## src/rtl/rr_output_port_arbiter.sv

```systemverilog
// Per-output wormhole arbiter: round-robin grant held until the tail flit is
// forwarded, with downstream credit tracking and a stall watchdog.
module rr_output_port_arbiter #(
  parameter int unsigned DEPTH   = 4,
  parameter int unsigned TIMEOUT = 16
) (
  input  logic        clk,
  input  logic        rst,
  input  logic [4:0]  req,
  input  logic [4:0]  flit_valid,
  input  logic [14:0] flit_id,
  input  logic        credit_in,
  output logic [4:0]  grant,
  output logic [2:0]  sel,
  output logic        busy,
  output logic        fwd,
  output logic [2:0]  credits,
  output logic        timeout,
  output logic        credit_err
);

  localparam logic [2:0] DEPTH_C   = 3'(DEPTH);
  localparam logic [7:0] TIMEOUT_C = 8'(TIMEOUT);
  localparam logic [2:0] SEL_IDLE  = 3'b111;

  typedef enum logic {
    IDLE,
    BUSY
  } state_t;

  state_t     state, state_next;
  logic [4:0] grant_next;
  logic [2:0] sel_next;
  logic [2:0] ptr, ptr_next;
  logic [2:0] credits_next;
  logic [7:0] stall_cnt, stall_next;
  logic       timeout_next;
  logic       credit_err_next;

  logic       win_found;
  logic [2:0] win_idx;
  logic [3:0] cand;
  logic       fwd_valid;
  logic       is_tail;
  logic [2:0] ptr_after;
  logic [7:0] stall_inc;

  // Scan ptr, ptr+1, ... modulo 5 and take the first requester.
  always_comb begin
    win_found = 1'b0;
    win_idx   = '0;
    cand      = '0;
    for (int unsigned k = 0; k < 5; k++) begin
      cand = {1'b0, ptr} + 4'(k);
      if (cand >= 4'd5) cand = cand - 4'd5;
      if (!win_found && req[cand[2:0]]) begin
        win_found = 1'b1;
        win_idx   = cand[2:0];
      end
    end
  end

  // grant is one-hot (zero when idle), so masking selects the granted input.
  assign fwd_valid = |(flit_valid & grant);
  assign is_tail   = |(grant & {flit_id[14], flit_id[11], flit_id[8], flit_id[5], flit_id[2]});
  assign fwd       = (state == BUSY) && fwd_valid && (credits != '0);
  assign busy      = (state == BUSY);
  assign ptr_after = (sel == 3'd4) ? 3'd0 : sel + 3'd1;
  assign stall_inc = stall_cnt + 8'd1;

  always_comb begin
    state_next   = state;
    grant_next   = grant;
    sel_next     = sel;
    ptr_next     = ptr;
    stall_next   = stall_cnt;
    timeout_next = 1'b0;
    case (state)
      IDLE: begin
        stall_next = '0;
        if (win_found) begin
          state_next = BUSY;
          grant_next = 5'b00001 << win_idx;
          sel_next   = win_idx;
        end
      end
      BUSY: begin
        if (fwd) begin
          stall_next = '0;
          if (is_tail) begin
            state_next = IDLE;
            grant_next = '0;
            sel_next   = SEL_IDLE;
            ptr_next   = ptr_after;
          end
        end else if (stall_inc == TIMEOUT_C) begin
          // Forwarding the tail takes precedence, hence only reached when !fwd.
          state_next   = IDLE;
          grant_next   = '0;
          sel_next     = SEL_IDLE;
          ptr_next     = ptr_after;
          stall_next   = '0;
          timeout_next = 1'b1;
        end else begin
          stall_next = stall_inc;
        end
      end
      default: state_next = IDLE;
    endcase
  end

  always_comb begin
    credits_next    = credits;
    credit_err_next = 1'b0;
    if (fwd && !credit_in) begin
      credits_next = credits - 3'd1;
    end else if (credit_in && !fwd) begin
      if (credits == DEPTH_C) credit_err_next = 1'b1;
      else                    credits_next    = credits + 3'd1;
    end
  end

  always_ff @(posedge clk or negedge rst) begin
    if (!rst) begin
      state      <= IDLE;
      grant      <= '0;
      sel        <= SEL_IDLE;
      ptr        <= '0;
      credits    <= DEPTH_C;
      stall_cnt  <= '0;
      timeout    <= 1'b0;
      credit_err <= 1'b0;
    end else begin
      state      <= state_next;
      grant      <= grant_next;
      sel        <= sel_next;
      ptr        <= ptr_next;
      credits    <= credits_next;
      stall_cnt  <= stall_next;
      timeout    <= timeout_next;
      credit_err <= credit_err_next;
    end
  end

endmodule

```

## config.mk

```make
export PLATFORM = sky130hd
export DESIGN_NAME = rr_output_port_arbiter
export DESIGN_NICKNAME = d
export VERILOG_FILES = /design/src/rtl/rr_output_port_arbiter.sv
export SDC_FILE = /design/constraint.sdc
export NUM_CORES = 1
export LEC_CHECK = 0
export CAP_MARGIN = 20
export CORE_MARGIN = 3
export CORE_UTILIZATION = 45
export CTS_BUF_LIST = sky130_fd_sc_hd__clkbuf_8
export DETAILED_ROUTE_END_ITERATION = 7
export PLACE_DENSITY_LB_ADDON = 0.3
export SLEW_MARGIN = 20
export SYNTH_ARGS = -nofsm -noshare
export SYNTH_HDL_FRONTEND = slang
export SYNTH_SLANG_ARGS = --single-unit
```

## constraint.sdc

```tcl
create_clock -name clk -period 3.5 [get_ports clk]
set_input_delay 0.7 -clock clk [delete_from_list [all_inputs] [get_ports clk]]
set_output_delay 0.7 -clock clk [all_outputs]
set_load 0.01 [all_outputs]
```

==> impl_summary.log, run 1 <==
[metrics] number of optimization iterations in the first detailed-route pass: 4
[metrics] critical path class: reg -> reg
[metrics] global-route wire length before repair: 10100 µm
[metrics] Worst slew margin: 44.8%
[metrics] capturing point of the worst reg2reg path: grant[0]$_DFFE_PN0P_
[metrics] element type at the critical path end: flop
[metrics] final net count: 348
[metrics] mean routed wirelength per cell: 15.5 µm
[metrics] clock-pin slew reported for the worst setup and hold paths after clock tree synthesis: 0.08 ns
[metrics] proportion of synthesized area in mux cells: 6.73%
[metrics] Synth area leaders: dfrtp_1 (22%), ha_1 (6.9%), dfstp_2 (4.5%)
[metrics] post-synthesis sequential area ratio: 26.7%
[metrics] Detail Route Antenna Nets: 0
[metrics] Worst EP arrival: 3.42 ns
[metrics] number of flops mapped to enable cells by yosys: 0
[metrics] overall routing resource usage: 19.8%
[metrics] setup_tns: 0 ns
[metrics] Yosys warning total: 0
[metrics] area of the placeable core: 0.00488 mm²
[metrics] required time of the worst setup path: 3.67 ns
[metrics] ys async rst share: 100%
[metrics] #FFs+latches synth: 25
[metrics] Die Outline Area: 0.00615 mm²
[metrics] CTS sink count: 25
[metrics] cell count of the worst reg-to-reg path: 11
[metrics] count of hold-fix buffers inserted at cts: 0
[metrics] summed instance area of the synthesized netlist: 0.00236 mm²
[metrics] max capacitance violation total: 0
[metrics] library cells used by synthesis: 68
[metrics] worst flop-to-flop path startpoint: ptr[1]$_DFFE_PN0P_
[metrics] count of boundary I/O pins: 43
[metrics] CTS tree: yes
[metrics] unrepaired setup endpoints after global routing: no
[metrics] Chip Height: 78.4 µm
[metrics] source of the critical timing path: ptr[1]$_DFFE_PN0P_
[metrics] worst min-delay path category: in -> async
[metrics] number of hold violations in the final report: 0
[metrics] share of layout cells above drive strength 1: 14.1%
[metrics] main combinational cell family by area after synthesis: compound AO/OA/AOI/OAI gates
[metrics] area fraction in compound gates after synthesis: 26.1%
[metrics] Post-synth top flop: dfrtp_1
[metrics] Final Critical Period: 3.25 ns
[metrics] antenna diode count: 0
[metrics] highest achievable clock rate: 308 MHz
[metrics] largest fanout on the critical path: 10
[metrics] H-tree levels: 1
[metrics] drt first-iter violations: 167
[metrics] Worst setup SP type: flop
[metrics] number of antenna violations at the first check in global routing: 0
[metrics] HPWL Detailed: 4480 µm
[metrics] share of the synthesized netlist area taken by xor and xnor gates: 4.08%
[metrics] fill cell instance count of the final layout: 465
[metrics] clk root buf: clkbuf_8
[metrics] mean instance size in the synthesized netlist: 8.90 µm²
[metrics] most frequent cells in the layout: clkdlybuf4s50_1 (31), nor2_1 (21), dfrtp_1 (21)
[metrics] Die Width: 78.4 µm
[metrics] number of cells produced by synthesis: 265
[metrics] DR vias: 2132
[metrics] Synth Net Count: 308
[metrics] RD Place Congestion: 0.831
[metrics] Setup-failing EPs final: 0
[metrics] clock buffer depth: 2
[metrics] standard-cell rows: 25
[metrics] result of the run: completed
[metrics] number of vias per cell after detailed routing: 5.75
[metrics] number of pins with negative max-slew slack in the final report: 0
[metrics] power density over the cells: 1140 mW/mm²
[metrics] top cell type by total area after synthesis: dfrtp_1
[metrics] # DRC: 0
[metrics] commonest non-fill, non-tap cell in the layout: clkdlybuf4s50_1
[metrics] flop-to-flop setup slack: 0.25 ns
[metrics] via count of the first global-routing pass: 2081
[metrics] Synth Area in Simple Gates: 22.4%
[metrics] post-synthesis adder-cell area fraction: 8.59%
[metrics] input/output buffers: 32
[metrics] drt total wl: 5770 µm
[metrics] Worst-Margin Slew: 0.826 ns
[metrics] worst-skew pair later-pin latency: 0.26 ns
[metrics] largest net degree at the start of global routing: 26
[metrics] Setup Skew: 0.00453 ns
[metrics] leakage power of the design: 1.24 nW
[metrics] Power Total: 0.00326 W
[metrics] Overflow after GRT: 0
[metrics] IR drop worst, VDD: 0.539 mV
[metrics] Layout area overhead: 20.6%
[metrics] Yosys top cell area share: 22.3%
[metrics] crit share post-route: 92.8%
[metrics] Initial Util: 48.4%
[metrics] TritonCTS buffer count: 3
-- how the worst max path moves through the flow --
stage	cells after the start	endpoint	slack, ns
final	11	grant[0]$_DFFE_PN0P_	0.25
after global routing	12	grant[0]$_DFFE_PN0P_	0.03
after CTS	10	grant[0]$_DFFE_PN0P_	0.14
after detailed placement	9	grant[2]$_DFFE_PN0P_	0.16
after global placement	9	grant[0]$_DFFE_PN0P_	0.17
after floorplan	13	grant[0]$_DFFE_PN0P_	0.17
-- cell families (layout without fill, tap and decap cells) --
| group | after synthesis | count (layout) |
|---|---|---|
| adder cells (fa/ha/maj) | 15 | 15 |
| AO/OA/AOI/OAI | 79 | 79 |
| multiplexers | 14 | 14 |
| XOR/XNOR | 11 | 11 |
| buffers and inverters | 27 | 66 |
| flip-flops | 25 | 25 |
| AND/OR/NAND/NOR | 94 | 94 |
-- synth_stat cells (all sizes together), types with 4 or more instances --
master / number
a21oi: 14
a22oi: 6
and3: 7
buf: 9
dfrtp: 21
dfstp: 4
ha: 13
inv: 16
mux2: 5
mux2i: 8
nand2: 17
nand2b: 8
nand3: 8
nor2: 21
nor2b: 5
nor3: 4
nor3b: 4
o21a: 4
o21ai: 16
o31ai: 6
xnor2: 7
xor2: 4
-- repair_timing --
item,in CTS,in global routing
setup endpoints to repair,0,4
setup buffers,0,1
gates resized for setup,0,1
-- layer usage --
metal,GRT usage (%),up-vias,share of wire [%]
li1,-,1060,-
met1,29.4,1033,48
met2,31.5,37,48
met3,2.75,2,4.1
met4,2.62,0,0.24
met5,0,-,0
-- critical path, stage by stage (launching register included) --
cell and delay (ns):
dfrtp_1 0.45, buf_4 0.21, fa_1 0.55, a21oi_2 0.23
mux2i_1 0.28, mux2_2 0.40, a211oi_4 0.19, buf_4 0.19
o21ai_1 0.08, o221ai_1 0.20, a22oi_1 0.15, o31ai_2 0.25
-- layout make-up --
cell class	count	area, µm²	share of cell area (%)
clock buffers	3	41.3	1.45
clock inverters	1	3.75	0.132
inverters	16	60.1	2.11
multi-input cells	213	1610	56.4
flip-flops and latches	25	631	22.2
well taps	67	83.8	2.95
repair buffers	46	420	14.8
-- power breakdown --
group	internal (W)	switching [W]
clock network	0.0000782	0.0000830
registers	0.000408	0.000117
logic	0.00115	0.00142
total	0.00164	0.00162
-- metrics by stage --
step / hold WS (ns) / worst slack, ns / instances / utilization, % / cell area (µm²)
after global routing: 0.432 / 0.0284 / 371 / 58.3 / 2850
final: 0.399 / 0.251 / 371 / 58.3 / 2850
after floorplan: 0.404 / 0.171 / 265 / - / 2360
after detailed placement: 0.469 / 0.162 / 366 / 57.3 / 2790
after CTS: 0.481 / 0.142 / 370 / 58.2 / 2840
after global placement: 0.451 / 0.174 / 366 / 57.3 / 2790
-- sequential cells by signal (all words and copies together) (netlist names) --
signal      flops
credit_err      1
grant           5
credits         3
sel             3
ptr             3
busy            1
stall_cnt       8
timeout         1
Note: power is estimated with default switching activity, not from simulation.
==> run 2, diff against run 1 <==
HOLD_SLACK_MARGIN = 0.12   (was default)
==> results of run 2 <==
Final layout, timing and power as in run 1 (identical DEF).
